[config.mk]
export PLATFORM = sky130hd
export DESIGN_NAME = secant_iref_tuner_flat
export DESIGN_NICKNAME = d
export VERILOG_FILES = /design/src/rtl/secant_iref_tuner_if.sv /design/src/rtl/secant_iref_tuner.sv /design/src/flat_wrapper.sv
export SDC_FILE = /design/constraint.sdc
export NUM_CORES = 1
export LEC_CHECK = 0
export ABC_AREA = 1
export ABC_CLOCK_PERIOD_IN_PS = 9200
export BUFFER_PORTS_ARGS = -buffer_cell sky130_fd_sc_hd__clkbuf_2
export CELL_PAD_IN_SITES_DETAIL_PLACEMENT = 2
export CELL_PAD_IN_SITES_GLOBAL_PLACEMENT = 2
export CORE_UTILIZATION = 33
export DETAILED_ROUTE_END_ITERATION = 8
export PLACE_DENSITY_LB_ADDON = 0.25
export SLEW_MARGIN = 5
export SYNTH_ARGS = -nofsm -noshare
export SYNTH_HDL_FRONTEND = slang
export SYNTH_SLANG_ARGS = --single-unit
[constraint.sdc]
create_clock -name clk_i -period 9.2 [get_ports clk_i]
set_input_delay 2.76 -clock clk_i [delete_from_list [all_inputs] [get_ports clk_i]]
set_output_delay 2.76 -clock clk_i [all_outputs]
set_load 0.02 [all_outputs]
[src/rtl/secant_iref_tuner_if.sv]
// Handshake/bus bundle for secant_iref_tuner; slave modport is the tuner side.
interface secant_iref_tuner_if #(
  parameter int BUS_WIDTH = 10,
  parameter int MAX_ITER  = 16
);
  localparam int IW = $clog2(MAX_ITER + 1);

  logic                 start_i;
  logic [BUS_WIDTH-1:0] q_desired_i;
  logic [BUS_WIDTH-1:0] i_ref_setup_i;
  logic [BUS_WIDTH-1:0] q_measured_i;
  logic                 meas_valid_i;
  logic [BUS_WIDTH-1:0] i_ref_o;
  logic                 i_ref_valid_o;
  logic                 busy_o;
  logic                 converged_o;
  logic                 went_unstable_o;
  logic [IW-1:0]        iter_count_o;

  modport master (
    output start_i, q_desired_i, i_ref_setup_i, q_measured_i, meas_valid_i,
    input  i_ref_o, i_ref_valid_o, busy_o, converged_o, went_unstable_o, iter_count_o
  );

  modport slave (
    input  start_i, q_desired_i, i_ref_setup_i, q_measured_i, meas_valid_i,
    output i_ref_o, i_ref_valid_o, busy_o, converged_o, went_unstable_o, iter_count_o
  );
endinterface

[src/rtl/secant_iref_tuner.sv]
// Closed-loop secant search for the current reference i_ref, with a multi-cycle restoring divider.
// Optional post-convergence plant tracking is enabled by defining SECANT_TRACK_EN.
module secant_iref_tuner #(
  parameter int BUS_WIDTH = 10,
  parameter int TOL       = 30,
  parameter int MAX_ITER  = 16
) (
  input logic                clk_i,
  input logic                rst_i,
  secant_iref_tuner_if.slave bus
);
  localparam int W    = BUS_WIDTH;
  localparam int NW   = 2 * W + 2;
  localparam int CW   = NW + 1;
  localparam int IW   = $clog2(MAX_ITER + 1);
  localparam int CNTW = $clog2(NW);

  localparam logic [3:0] ST_IDLE   = 4'd0;
  localparam logic [3:0] ST_DRV_A  = 4'd1;
  localparam logic [3:0] ST_WAIT_A = 4'd2;
  localparam logic [3:0] ST_DRV_B  = 4'd3;
  localparam logic [3:0] ST_WAIT_B = 4'd4;
  localparam logic [3:0] ST_DIV    = 4'd5;
  localparam logic [3:0] ST_DRV_C  = 4'd6;
  localparam logic [3:0] ST_WAIT_C = 4'd7;
  localparam logic [3:0] ST_CHECK  = 4'd8;
  localparam logic [3:0] ST_DONE   = 4'd9;
  localparam logic [3:0] ST_FAIL   = 4'd10;
`ifdef SECANT_TRACK_EN
  localparam logic [3:0] ST_TRACK  = 4'd11;
`endif

  localparam logic [W:0]      TOL_L    = (W + 1)'(TOL);
  localparam logic [IW-1:0]   MAX_L    = IW'(MAX_ITER);
  localparam logic [CNTW-1:0] CNT_LAST = CNTW'(NW - 1);
  localparam logic [W-1:0]    B0_DEF   = {{(W - 1){1'b1}}, 1'b0};

  function automatic logic [W-1:0] abs_diff(input logic [W-1:0] x, input logic [W-1:0] y);
    if (x >= y) return x - y;
    else        return y - x;
  endfunction

  logic [3:0]      state_q, state_d;
  logic [W-1:0]    a_q, a_d, b_q, b_d, c_q, c_d;
  logic [W-1:0]    fa_q, fa_d, fb_q, fb_d, fc_q, fc_d, qd_q, qd_d;
  logic [W-1:0]    i_ref_q, i_ref_d;
  logic            irv_q, irv_d, busy_q, busy_d, conv_q, conv_d, unst_q, unst_d;
  logic [IW-1:0]   iter_q, iter_d;
  logic [NW-1:0]   dvd_q, dvd_d, quo_q, quo_d;
  logic [W-1:0]    rem_q, rem_d;
  logic [W:0]      dvs_q, dvs_d;
  logic            neg_q, neg_d;
  logic [CNTW-1:0] cnt_q, cnt_d;

  logic [W-1:0]         op_a_s, op_b_s, op_fa_s, op_fb_s;
  logic signed [W:0]    err_s, span_s, den_s;
  logic signed [NW-1:0] num_s;
  logic [NW-1:0]        num_mag_s;
  logic [W:0]           den_mag_s;
  logic [W:0]           rem_sh_s;
  logic                 fits_s;
  logic [W-1:0]         rem_nx_s;
  logic signed [CW-1:0] quot_s, b_ext_s, c_full_s;
  logic [W-1:0]         c_clamp_s;
  logic                 load_div_s;

  // Operand selection: WAIT_B uses the incoming f_b, CHECK uses the post-shift pair.
  always_comb begin
    op_a_s  = a_q;
    op_b_s  = b_q;
    op_fa_s = fa_q;
    op_fb_s = fb_q;
    case (state_q)
      ST_WAIT_B: op_fb_s = bus.q_measured_i;
      ST_CHECK: begin
        op_a_s  = b_q;
        op_b_s  = c_q;
        op_fa_s = fb_q;
        op_fb_s = fc_q;
      end
      default: op_a_s = a_q;
    endcase
  end

  assign err_s     = {1'b0, op_fb_s} - {1'b0, qd_q};
  assign span_s    = {1'b0, op_b_s} - {1'b0, op_a_s};
  assign den_s     = {1'b0, op_fb_s} - {1'b0, op_fa_s};
  assign num_s     = NW'(err_s) * NW'(span_s);
  assign num_mag_s = num_s[NW-1] ? -num_s : num_s;
  assign den_mag_s = den_s[W] ? -den_s : den_s;

  // One restoring-divide step per DIV cycle, dividend consumed MSB first.
  assign rem_sh_s = {rem_q, dvd_q[NW-1]};
  assign fits_s   = rem_sh_s >= dvs_q;
  assign rem_nx_s = fits_s ? W'(rem_sh_s - dvs_q) : rem_sh_s[W-1:0];

  assign quot_s   = neg_q ? -$signed({1'b0, quo_q}) : $signed({1'b0, quo_q});
  assign b_ext_s  = $signed({{(CW - W){1'b0}}, b_q});
  assign c_full_s = b_ext_s - quot_s;

  // Clamp the secant estimate into the DAC range.
  always_comb begin
    if (c_full_s[CW-1])           c_clamp_s = {W{1'b0}};
    else if (|c_full_s[CW-2:W])   c_clamp_s = {W{1'b1}};
    else                          c_clamp_s = c_full_s[W-1:0];
  end

  // Search FSM next-state and datapath update.
  always_comb begin
    state_d    = state_q;
    a_d        = a_q;
    b_d        = b_q;
    c_d        = c_q;
    fa_d       = fa_q;
    fb_d       = fb_q;
    fc_d       = fc_q;
    qd_d       = qd_q;
    i_ref_d    = i_ref_q;
    irv_d      = 1'b0;
    busy_d     = busy_q;
    conv_d     = conv_q;
    unst_d     = unst_q;
    iter_d     = iter_q;
    load_div_s = 1'b0;
    case (state_q)
      ST_IDLE: begin
        if (bus.start_i) begin
          busy_d  = 1'b1;
          conv_d  = 1'b0;
          unst_d  = 1'b0;
          iter_d  = {IW{1'b0}};
          qd_d    = bus.q_desired_i;
          a_d     = {W{1'b0}};
          b_d     = (bus.i_ref_setup_i == {W{1'b0}}) ? B0_DEF : bus.i_ref_setup_i;
          state_d = ST_DRV_A;
        end else begin
          state_d = ST_IDLE;
        end
      end
      ST_DRV_A: begin
        i_ref_d = a_q;
        irv_d   = 1'b1;
        state_d = ST_WAIT_A;
      end
      ST_WAIT_A: begin
        if (bus.meas_valid_i) begin
          fa_d    = bus.q_measured_i;
          state_d = ST_DRV_B;
        end else begin
          state_d = ST_WAIT_A;
        end
      end
      ST_DRV_B: begin
        i_ref_d = b_q;
        irv_d   = 1'b1;
        state_d = ST_WAIT_B;
      end
      ST_WAIT_B: begin
        if (bus.meas_valid_i) begin
          fb_d = bus.q_measured_i;
          if (bus.q_measured_i == fa_q) begin
            state_d = ST_FAIL;
          end else begin
            load_div_s = 1'b1;
            state_d    = ST_DIV;
          end
        end else begin
          state_d = ST_WAIT_B;
        end
      end
      ST_DIV: begin
        if (cnt_q == CNT_LAST) state_d = ST_DRV_C;
        else                   state_d = ST_DIV;
      end
      ST_DRV_C: begin
        c_d     = c_clamp_s;
        i_ref_d = c_clamp_s;
        irv_d   = 1'b1;
        iter_d  = iter_q + IW'(1);
        state_d = ST_WAIT_C;
      end
      ST_WAIT_C: begin
        if (bus.meas_valid_i) begin
          fc_d    = bus.q_measured_i;
          state_d = ST_CHECK;
        end else begin
          state_d = ST_WAIT_C;
        end
      end
      ST_CHECK: begin
        if ({1'b0, abs_diff(fc_q, qd_q)} < TOL_L) begin
          state_d = ST_DONE;
        end else if (iter_q == MAX_L) begin
          state_d = ST_FAIL;
        end else begin
          a_d  = b_q;
          fa_d = fb_q;
          b_d  = c_q;
          fb_d = fc_q;
          if (fc_q == fb_q) begin
            state_d = ST_FAIL;
          end else begin
            load_div_s = 1'b1;
            state_d    = ST_DIV;
          end
        end
      end
      ST_DONE: begin
        conv_d  = 1'b1;
        busy_d  = 1'b0;
`ifdef SECANT_TRACK_EN
        state_d = ST_TRACK;
`else
        state_d = ST_IDLE;
`endif
      end
      ST_FAIL: begin
        unst_d  = 1'b1;
        busy_d  = 1'b0;
        state_d = ST_IDLE;
      end
`ifdef SECANT_TRACK_EN
      ST_TRACK: begin
        if (bus.start_i) begin
          busy_d  = 1'b1;
          conv_d  = 1'b0;
          unst_d  = 1'b0;
          iter_d  = {IW{1'b0}};
          qd_d    = bus.q_desired_i;
          a_d     = {W{1'b0}};
          b_d     = (bus.i_ref_setup_i == {W{1'b0}}) ? B0_DEF : bus.i_ref_setup_i;
          state_d = ST_DRV_A;
        end else if (bus.meas_valid_i && !({1'b0, abs_diff(bus.q_measured_i, qd_q)} < TOL_L)) begin
          busy_d  = 1'b1;
          conv_d  = 1'b0;
          iter_d  = {IW{1'b0}};
          a_d     = {W{1'b0}};
          b_d     = i_ref_q;
          state_d = ST_DRV_A;
        end else begin
          state_d = ST_TRACK;
        end
      end
`endif
      default: state_d = ST_IDLE;
    endcase
  end

  // Divider operand load on DIV entry, otherwise advance one step per cycle.
  always_comb begin
    dvd_d = dvd_q;
    quo_d = quo_q;
    rem_d = rem_q;
    dvs_d = dvs_q;
    neg_d = neg_q;
    cnt_d = cnt_q;
    if (load_div_s) begin
      dvd_d = num_mag_s;
      dvs_d = den_mag_s;
      neg_d = num_s[NW-1] ^ den_s[W];
      quo_d = {NW{1'b0}};
      rem_d = {W{1'b0}};
      cnt_d = {CNTW{1'b0}};
    end else if (state_q == ST_DIV) begin
      dvd_d = {dvd_q[NW-2:0], 1'b0};
      quo_d = {quo_q[NW-2:0], fits_s};
      rem_d = rem_nx_s;
      cnt_d = cnt_q + CNTW'(1);
    end else begin
      cnt_d = cnt_q;
    end
  end

  // State registers with synchronous reset.
  always_ff @(posedge clk_i) begin
    if (rst_i) begin
      state_q <= ST_IDLE;
      a_q     <= '0;
      b_q     <= '0;
      c_q     <= '0;
      fa_q    <= '0;
      fb_q    <= '0;
      fc_q    <= '0;
      qd_q    <= '0;
      i_ref_q <= '0;
      irv_q   <= 1'b0;
      busy_q  <= 1'b0;
      conv_q  <= 1'b0;
      unst_q  <= 1'b0;
      iter_q  <= '0;
      dvd_q   <= '0;
      quo_q   <= '0;
      rem_q   <= '0;
      dvs_q   <= '0;
      neg_q   <= 1'b0;
      cnt_q   <= '0;
    end else begin
      state_q <= state_d;
      a_q     <= a_d;
      b_q     <= b_d;
      c_q     <= c_d;
      fa_q    <= fa_d;
      fb_q    <= fb_d;
      fc_q    <= fc_d;
      qd_q    <= qd_d;
      i_ref_q <= i_ref_d;
      irv_q   <= irv_d;
      busy_q  <= busy_d;
      conv_q  <= conv_d;
      unst_q  <= unst_d;
      iter_q  <= iter_d;
      dvd_q   <= dvd_d;
      quo_q   <= quo_d;
      rem_q   <= rem_d;
      dvs_q   <= dvs_d;
      neg_q   <= neg_d;
      cnt_q   <= cnt_d;
    end
  end

  assign bus.i_ref_o         = i_ref_q;
  assign bus.i_ref_valid_o   = irv_q;
  assign bus.busy_o          = busy_q;
  assign bus.converged_o     = conv_q;
  assign bus.went_unstable_o = unst_q;
  assign bus.iter_count_o    = iter_q;
endmodule
[src/flat_wrapper.sv]
// flat-port wrapper written by rule: the top's interface ports become plain ports
module secant_iref_tuner_flat 
#(
  parameter int BUS_WIDTH = 10,
  parameter int TOL       = 30,
  parameter int MAX_ITER  = 16
)
  (clk_i, rst_i, bus_start_i, bus_q_desired_i, bus_i_ref_setup_i, bus_q_measured_i, bus_meas_valid_i, bus_i_ref_o, bus_i_ref_valid_o, bus_busy_o, bus_converged_o, bus_went_unstable_o, bus_iter_count_o);
  secant_iref_tuner_if #(.BUS_WIDTH(BUS_WIDTH), .MAX_ITER(MAX_ITER)) bus_i ();
  input logic clk_i;
  input logic rst_i;
  input wire logic [$bits(bus_i.start_i)-1:0] bus_start_i;
  input wire logic [$bits(bus_i.q_desired_i)-1:0] bus_q_desired_i;
  input wire logic [$bits(bus_i.i_ref_setup_i)-1:0] bus_i_ref_setup_i;
  input wire logic [$bits(bus_i.q_measured_i)-1:0] bus_q_measured_i;
  input wire logic [$bits(bus_i.meas_valid_i)-1:0] bus_meas_valid_i;
  output wire logic [$bits(bus_i.i_ref_o)-1:0] bus_i_ref_o;
  output wire logic [$bits(bus_i.i_ref_valid_o)-1:0] bus_i_ref_valid_o;
  output wire logic [$bits(bus_i.busy_o)-1:0] bus_busy_o;
  output wire logic [$bits(bus_i.converged_o)-1:0] bus_converged_o;
  output wire logic [$bits(bus_i.went_unstable_o)-1:0] bus_went_unstable_o;
  output wire logic [$bits(bus_i.iter_count_o)-1:0] bus_iter_count_o;
  assign bus_i.start_i = bus_start_i;
  assign bus_i.q_desired_i = bus_q_desired_i;
  assign bus_i.i_ref_setup_i = bus_i_ref_setup_i;
  assign bus_i.q_measured_i = bus_q_measured_i;
  assign bus_i.meas_valid_i = bus_meas_valid_i;
  assign bus_i_ref_o = bus_i.i_ref_o;
  assign bus_i_ref_valid_o = bus_i.i_ref_valid_o;
  assign bus_busy_o = bus_i.busy_o;
  assign bus_converged_o = bus_i.converged_o;
  assign bus_went_unstable_o = bus_i.went_unstable_o;
  assign bus_iter_count_o = bus_i.iter_count_o;
  secant_iref_tuner #(.BUS_WIDTH(BUS_WIDTH), .TOL(TOL), .MAX_ITER(MAX_ITER)) u_core (.clk_i(clk_i), .rst_i(rst_i), .bus(bus_i));
endmodule
==> results.env, run 1 <==
RUN_STATUS='finished, violations left'
FAILED_CHECKS='setup timing'
MAX_FREQ_MHz=105.1
TIMING.REG2REG.SETUP_SLACK_NS=-0.07
LAYOUT_WORST_PATH_CYCLE_SHARE_PCT=103.4
CRITICAL_PATH.MAX_FANOUT=28
WORSTHOLDPATHCELLS=2
CLK_PIN_SLEW_WORST_PATHS_NS=0.08
WORST_SKEW_PAIR.LATE_LATENCY_NS=0.50
CLOCK_TREE.BUFFER_DEPTH=2
SYN_INST=2581
MULTI_INPUT_AREA_MM2=0.01268
SYNTH_EDF_COUNT=0
STDCELL_COUNT=3427
WORST_EP_REQUIRED_TIME_NS=9.61
SYN_AREA_PER_CELL_UM2=6.728
ROUTE.DETAILED.DRC=0
TOTAL_AREA_OF_SEQUENTIAL_CELLS_MM2=0.003283
SYNTH.NET_COUNT=2863
PLACE_INST=3368
NUMBER_OF_TOP_LEVEL_PINS=53
NUMPORTBUFFERS=52
STANDARD_CELL_CORE_AREA_MM2=0.05161
INITIAL_CORE_UTIL_PCT=33.64
WORSTSETUPPATHTYPE='primary input to flop'
VIA_COUNT=17640
FINAL-HOLD-VIOLATION-COUNT=0
DETAILED_ROUTER_ITERATION_COUNT_BEFORE_ANTENNA_REPAIR=5
SYN_TO_FINAL_GROWTH_PCT=18.99
DRV_SLEW=0
TIGHTESTPINTRANSITION_NS=0.9310
HOLD_START='u_core.bus.went_unstable_o'
CTS_BUFFERS=17
GLOBAL_ROUTE_WIRE_LENGTH_BEFORE_REPAIR_UM=106700
NUMCLOCKSINKS=164
YOSYSSEQAREASHARE_PCT=18.91
WORSTSETUPENDPOINTTYPE='flop'
FINAL_NET_COUNT=3015
FINAL.MIN_CLOCK_PERIOD_NS=9.517
DIE-AREA_MM2=0.05354
CP.ARRIVAL_NS=9.93
DP_HPWL_UM=52490
INITIALDRTVIOLATIONCOUNT=614
DRTANTENNAVIOLNETS=0
CTS_ROOT_BUF='sky130_fd_sc_hd__clkbuf_16'
SYNTH_WARN=0
FIRST_GLOBAL_VIAS=19810
HOLD_CLASS='flop to flop'
DIE-HEIGHT_UM=231.4
SYNTH_TOP_FLOP_CELL='sky130_fd_sc_hd__dfxtp_1'
SETUP_WS_NS=-0.3171
GRT_MAX_DEGREE=72
NUMBER_OF_ANTENNA_VIOLATIONS_AT_THE_FIRST_CHECK_IN_GLOBAL_ROUTING=1
WORSTREG2REGSTART='u_core.state_q[3]'
SYNTH.LIB_CELLS_USED.DISTINCT=57
DRV.MAX_CAP_VIOLATION_COUNT=0
STD_CELL_ROWS=83
CRIT_PATH_START_KIND='primary input'
RSZ0062_AT_GRT='yes'
WORST_R2R_END='u_core.dvd_q[7]'
FINALSETUPVIOLCOUNT=22
CTS_TREE='yes'
FF_LATCH_COUNT_SYNTH=164
MIN_DELAY_WORST_ENDPOINT='u_core.bus.went_unstable_o'
PLACE_CONGESTION=0.8940
PLACE_WS_NS=-0.9893
SHARE_OF_POST_ROUTE_CELLS_WITH_DRIVE_STRENGTH_ABOVE_1_PCT=16.10
NETLIST_AREA_MM2=0.01736
WORST_PATH_MAX_DELAY_CELL='sky130_fd_sc_hd__fa_1'
TOTAL_NEGATIVE_SLACK_FOR_SETUP_CHECKS_NS=-6.130
FILLERINSTANCES=6134
WORST_PATH_MOST_REPEATED_CELL='sky130_fd_sc_hd__nand2_1'
ROUTED_WIRELENGTH_UM=66700
CHIPWIDTH_UM=231.4
ASYNC_FLOP_SHARE_PCT=0
WORST_SETUP_SKEW_AFTER_LAYOUT_NS=0.01741
CTS.HTREE.LEVELS=4
TIMING.MAX_SLEW.REL_SLACK_PCT=37.85
WORST_STAGE_DELAY_ON_THE_CRITICAL_PATH_NS=0.59
VIA_PER_INST=5.146
ROUTE.DETAILED.WL_PER_INST_UM=19.46
WORST-R2R-CELL-COUNT=46
GRT_USAGE_PCT=25.32
GRT_OVERFLOW=0
==> logic make-up after synthesis <==
logic type	Yosys count	synth area share [%]
adder cells (fa/ha/maj)	248	23.27
AO/OA/AOI/OAI	480	15.15
multiplexers	7	0.4035
flip-flops	164	18.91
XOR/XNOR	96	4.929
buffers and inverters	517	11.60
AND/OR/NAND/NOR	1069	25.74
==> through the flow <==
stage	hold slack (ns)	utilization, %	area, µm²
CTS	0.4771	39.53	20400
floorplan	0.4353	-	17500
detailed placement	0.4630	37.44	19330
finish	0.4721	40.03	20660
global placement	0.4513	37.44	19330
global route	0.4853	40.03	20660
==> metal layers <==
metal  GRT usage, %  vias up  share of wire [%]
met4          7.533        0                2.4
li1               -     8459                  -
met3          2.879       80                2.0
met1          30.22     8911                 44
met2          47.01      187                 52
met5              0        -                  0
==> worst max-delay path: cells and delay by family <==
family / cells / cell delay [ns]
AO/OA/AOI/OAI: 6 / 1.11
AND/OR/NAND/NOR: 17 / 1.38
buffers and inverters: 8 / 0.98
XOR/XNOR: 1 / 0.16
adder cells (fa/ha/maj): 8 / 3.50
==> synthesized netlist by cell type (5+ instances only) <==
cell type                  number  area (µm²)
sky130_fd_sc_hd__a21o_1         9       67.56
sky130_fd_sc_hd__a21oi_1      183       915.9
sky130_fd_sc_hd__a21oi_2        5       43.79
sky130_fd_sc_hd__a221oi_1      11       96.34
sky130_fd_sc_hd__a31oi_1        6       37.54
sky130_fd_sc_hd__buf_2         14       70.07
sky130_fd_sc_hd__buf_4          6       45.04
sky130_fd_sc_hd__clkbuf_1      51       191.4
sky130_fd_sc_hd__clkinv_1       5       18.77
sky130_fd_sc_hd__dfxtp_1      164        3283
sky130_fd_sc_hd__fa_1         125        2502
sky130_fd_sc_hd__ha_1         123        1539
sky130_fd_sc_hd__inv_1        419        1573
sky130_fd_sc_hd__inv_2         12       45.04
sky130_fd_sc_hd__mux2i_1        7       70.07
sky130_fd_sc_hd__nand2_1      610        2290
sky130_fd_sc_hd__nand2_2        6       37.54
sky130_fd_sc_hd__nand3_1       88       440.4
sky130_fd_sc_hd__nand3_2        6       60.06
sky130_fd_sc_hd__nand3b_1       5       37.54
sky130_fd_sc_hd__nand4_1       26       162.7
sky130_fd_sc_hd__nor2_1       259       972.2
sky130_fd_sc_hd__nor2_2        18       112.6
sky130_fd_sc_hd__nor2_4         5       56.30
sky130_fd_sc_hd__nor3_1        17       85.08
sky130_fd_sc_hd__nor4_1         6       37.54
sky130_fd_sc_hd__o211ai_1       9       67.56
sky130_fd_sc_hd__o21ai_0      205        1026
sky130_fd_sc_hd__o21ai_1       15       75.07
sky130_fd_sc_hd__o21bai_1       7       52.55
sky130_fd_sc_hd__o221ai_1       8       70.07
sky130_fd_sc_hd__or2_2         16       100.1
sky130_fd_sc_hd__xnor2_1       32       280.3
sky130_fd_sc_hd__xor2_1        62       543.0
==> how the worst max path moves through the flow <==
stage	start	end	cells past startpoint
global route	bus_q_measured_i[0]	u_core.dvd_q[21]	43
global placement	bus_q_measured_i[1]	u_core.dvd_q[13]	43
CTS	bus_q_measured_i[0]	u_core.dvd_q[13]	42
floorplan	bus_q_measured_i[0]	u_core.dvd_q[18]	36
detailed placement	bus_q_measured_i[0]	u_core.dvd_q[13]	42
finish	bus_q_measured_i[0]	u_core.dvd_q[7]	40
==> cells in the final DEF (no fill, tap or decap), types with 5 or more instances in the layout <==
cell,count
sky130_fd_sc_hd__mux2i_1,7
sky130_fd_sc_hd__nand3b_1,5
sky130_fd_sc_hd__o21ai_1,19
sky130_fd_sc_hd__nor4_1,6
sky130_fd_sc_hd__or2_2,16
sky130_fd_sc_hd__o221ai_1,6
sky130_fd_sc_hd__clkbuf_2,51
sky130_fd_sc_hd__nand2_2,35
sky130_fd_sc_hd__inv_1,407
sky130_fd_sc_hd__nor2_2,26
sky130_fd_sc_hd__a21oi_1,169
sky130_fd_sc_hd__nor3_1,16
sky130_fd_sc_hd__o21ai_0,195
sky130_fd_sc_hd__buf_6,5
sky130_fd_sc_hd__nand3_1,85
sky130_fd_sc_hd__a21oi_2,17
sky130_fd_sc_hd__ha_1,110
sky130_fd_sc_hd__fa_1,116
sky130_fd_sc_hd__clkbuf_16,18
sky130_fd_sc_hd__xnor2_1,27
sky130_fd_sc_hd__nor2_4,15
sky130_fd_sc_hd__o21bai_1,7
sky130_fd_sc_hd__inv_2,22
sky130_fd_sc_hd__fa_2,9
sky130_fd_sc_hd__buf_12,6
sky130_fd_sc_hd__o211ai_1,9
sky130_fd_sc_hd__a31oi_1,5
sky130_fd_sc_hd__clkinv_1,5
sky130_fd_sc_hd__nand2_1,578
sky130_fd_sc_hd__xor2_1,60
sky130_fd_sc_hd__nor2_1,241
sky130_fd_sc_hd__nand4_1,26
sky130_fd_sc_hd__dfxtp_1,164
sky130_fd_sc_hd__nand3_2,9
sky130_fd_sc_hd__buf_4,151
sky130_fd_sc_hd__a21o_1,9
sky130_fd_sc_hd__ha_4,11
sky130_fd_sc_hd__o21ai_2,6
sky130_fd_sc_hd__a221oi_1,10
==> sequential cells by signal, summed over array words and instances, names as in the netlist, 4 cells and up <==
register,flops
u_core.cnt_q,5
u_core.qd_q,10
u_core.b_q,10
u_core.fb_q,10
u_core.fa_q,10
u_core.c_q,10
u_core.fc_q,10
u_core.dvs_q,11
u_core.dvd_q,22
u_core.a_q,10
u_core.state_q,4
u_core.bus.i_ref_o,10
u_core.bus.iter_count_o,5
u_core.quo_q,22
u_core.rem_q,10
==> area by class of cell <==
| type | instances | share of cell area, % |
|---|---|---|
| antenna | 1 | 0.01211 |
| sequential | 164 | 15.89 |
| inverter | 436 | 7.957 |
| multi-input combinational | 1900 | 61.35 |
| clock buffer | 17 | 2.059 |
| timing repair buffer | 214 | 7.697 |
| tap | 680 | 4.118 |
| clock inverter | 15 | 0.9144 |
==> timing repair <==
item	4_1_cts	5_1_grt
pin swaps	22	25
resized for setup	75	56
gates cloned	1	0
endpoints found under the setup margin	22	22
hold buffers	0	0
setup buffers	20	6
Power of run 1 is not shown: default switching activity piles up to over one toggle a cycle in this logic, so the estimate is an artifact.
==> run 2, diff against run 1 <==
--- a/config.mk
+++ b/config.mk
@@ -13,6 +13,7 @@
 export CORE_UTILIZATION = 33
 export DETAILED_ROUTE_END_ITERATION = 8
 export PLACE_DENSITY_LB_ADDON = 0.25
+export REMOVE_ABC_BUFFERS = 1
 export SLEW_MARGIN = 5
 export SYNTH_ARGS = -nofsm -noshare
 export SYNTH_HDL_FRONTEND = slang
==> run 2 against run 1 <==
The run still ends with setup timing left. Fmax decreased by 5.2%. Sequential share of layout area decreased by 0.72 points. Via count increased by 4.5%. Non-clock buffer count increased by 72. First-iteration DRC count increased by 30%. Worst setup slack got worse by 0.53 ns. Routed wire length increased by 19%. Final cell count increased by 2.1%. Largest cell class unchanged.
==> results.env, run 2 (synthesized netlist as in run 1, its figures left out) <==
RUN_STATUS='finished, violations left'
FAILED_CHECKS='setup timing'
MAX_FREQ_MHz=99.57
INITIAL_CORE_UTIL_PCT=33.64
CLOCK_TREE.BUFFER_DEPTH=2
CRIT_PATH_START_KIND='primary input'
INITIALDRTVIOLATIONCOUNT=798
WORSTSETUPENDPOINTTYPE='flop'
DIE-HEIGHT_UM=231.4
WORST_SETUP_SKEW_AFTER_LAYOUT_NS=0.007311
FINAL-HOLD-VIOLATION-COUNT=0
GLOBAL_ROUTE_WIRE_LENGTH_BEFORE_REPAIR_UM=118100
WORST_R2R_END='u_core.dvd_q[19]'
NUMPORTBUFFERS=52
MOSTFREQUENTLAYOUTCELL='sky130_fd_sc_hd__nand2_1'
DRTANTENNAVIOLNETS=0
DP_HPWL_UM=55080
LAYOUT_WORST_PATH_CYCLE_SHARE_PCT=109.2
VIA_PER_INST=5.270
N_ANTENNA_CELL=0
PLACE_WS_NS=-1.451
PLACE_CONGESTION=0.8931
CP.ARRIVAL_NS=10.46
CTS_TREE='yes'
CRIT_START='bus_q_measured_i[1]'
CHIPWIDTH_UM=231.4
WORST_PATH_MOST_REPEATED_CELL='sky130_fd_sc_hd__nand2_2'
SHARE_OF_POST_ROUTE_CELLS_WITH_DRIVE_STRENGTH_ABOVE_1_PCT=21.08
NUMBER_OF_TOP_LEVEL_PINS=53
TIMING.MAX_SLEW.REL_SLACK_PCT=21.77
CTS_BUFFERS=17
WORST_EP_REQUIRED_TIME_NS=9.61
ROUTE.DETAILED.WL_PER_INST_UM=22.63
SETUP_WS_NS=-0.8428
DETAILED_ROUTER_ITERATION_COUNT_BEFORE_ANTENNA_REPAIR=5
FINALSETUPVIOLCOUNT=22
FINAL.MIN_CLOCK_PERIOD_NS=10.04
SYN_TO_FINAL_GROWTH_PCT=24.63
WORST_PATH_MAX_DELAY_CELL='sky130_fd_sc_hd__fa_1'
WORST_SKEW_PAIR.LATE_LATENCY_NS=0.49
FINAL_NET_COUNT=3087
CTS_ROOT_BUF='sky130_fd_sc_hd__clkbuf_16'
CLK_PIN_SLEW_WORST_PATHS_NS=0.07
WORSTSETUPPATHTYPE='primary input to flop'
NUMCLOCKSINKS=164
FILLERINSTANCES=6085
HOLD_CLASS='flop to flop'
FIRST_GLOBAL_VIAS=20780
VIA_COUNT=18430
REG.LARGEST.LIST='u_core.dvd_q (22), u_core.quo_q (22), u_core.dvs_q (11)'
NUMBER_OF_ANTENNA_VIOLATIONS_AT_THE_FIRST_CHECK_IN_GLOBAL_ROUTING=0
WORST_STAGE_DELAY_ON_THE_CRITICAL_PATH_NS=0.61
ENDPOINT='u_core.dvd_q[19]'
DRV.MAX_CAP_VIOLATION_COUNT=0
GRT_USAGE_PCT=28.46
TIGHTESTPINTRANSITION_NS=1.167
WORSTREG2REGSTART='u_core.state_q[3]'
CTS.HTREE.LEVELS=4
TIMING.REG2REG.SETUP_SLACK_NS=-0.32
STD_CELL_ROWS=83
GRT_MAX_DEGREE=71
GRT_OVERFLOW=0
ROUTED_WIRELENGTH_UM=79180
RSZ0062_AT_GRT='yes'
CRITICAL_PATH.MAX_FANOUT=7
STANDARD_CELL_CORE_AREA_MM2=0.05161
ROUTE.DETAILED.DRC=0
COMMONEST_CELLS_AFTER_ROUTING_FILL_AND_TAPS_ASIDE='554 x sky130_fd_sc_hd__nand2_1, 386 x sky130_fd_sc_hd__inv_1, 233 x sky130_fd_sc_hd__nor2_1'
WORST-R2R-CELL-COUNT=48
DIE-AREA_MM2=0.05354
DRV_SLEW=0
==> run 2: changes by cell type in the layout (fill, tap and decap cells not counted), sizes merged <==
cell	previous run	this run
clkinv	13	12
clkbuf	69	72
clkinvlp	0	2
buf	162	235
diode	1	0
inv	437	432
==> run 2: how the worst min path moves through the flow <==
stage	start	to	slack, ns	cells past startpoint
5_1_grt	u_core.dvd_q[1]	u_core.dvd_q[1]	0.48	2
6_report	u_core.dvd_q[11]	u_core.dvd_q[11]	0.47	2
4_1_cts	u_core.dvd_q[11]	u_core.dvd_q[11]	0.47	2
2_1_floorplan	u_core.dvd_q[0]	u_core.dvd_q[0]	0.43	2
3_3_place_gp	u_core.dvd_q[0]	u_core.dvd_q[0]	0.45	2
3_5_place_dp	u_core.dvd_q[11]	u_core.dvd_q[11]	0.46	2
==> run 2: what timing repair did <==
item | 4_1_cts | 5_1_grt
endpoints found under the setup margin | 22 | 22
resized for setup | 163 | 119
hold buffers | 0 | 0
cloned | 2 | 1
pin swaps | 89 | 85
setup buffers | 30 | 15
==> run 2: critical path, delay by kind of cell <==
family,cells,cell delay (ns)
compound gates,6,1.09
buf+inv,11,1.12
simple gates,18,1.67
fa+ha+maj,7,3.51
xor+xnor,1,0.24
==> run 2: per-layer routing <==
metal	share of wire (%)	wire, µm	global-route usage, %
met5	0	0	0
met4	4.3	3427	10.64
met3	2.4	1879	3.236
met2	52	40780	52.09
met1	42	33090	33.80
==> run 2: area by class of cell <==
cell class | count | area, µm² | share of cell area [%]
flip-flops and latches | 164 | 3283 | 15.17
multi-input cells | 1900 | 13040 | 60.27
inverters | 436 | 1649 | 7.620
clock inverters | 11 | 102.6 | 0.4741
well taps | 680 | 850.8 | 3.932
clock buffers | 21 | 470.5 | 2.174
repair buffers | 286 | 2242 | 10.36
==> run 2: metrics by stage <==
| stage | hold WS, ns | instance area [µm²] | utilization (%) | std cells | setup TNS [ns] |
|---|---|---|---|---|---|
| 3_5_place_dp | 0.4617 | 19550 | 37.88 | 3418 | -29.76 |
| 2_1_floorplan | 0.4349 | 16990 | - | 2500 | -21.03 |
| 5_1_grt | 0.4805 | 21640 | 41.93 | 3498 | -18.44 |
| 4_1_cts | 0.4721 | 21020 | 40.73 | 3482 | -1.819 |
| 3_3_place_gp | 0.4514 | 19550 | 37.88 | 3418 | -19.01 |
| 6_report | 0.4674 | 21640 | 41.93 | 3498 | -15.60 |
Power of run 2 is left out for the same reason.
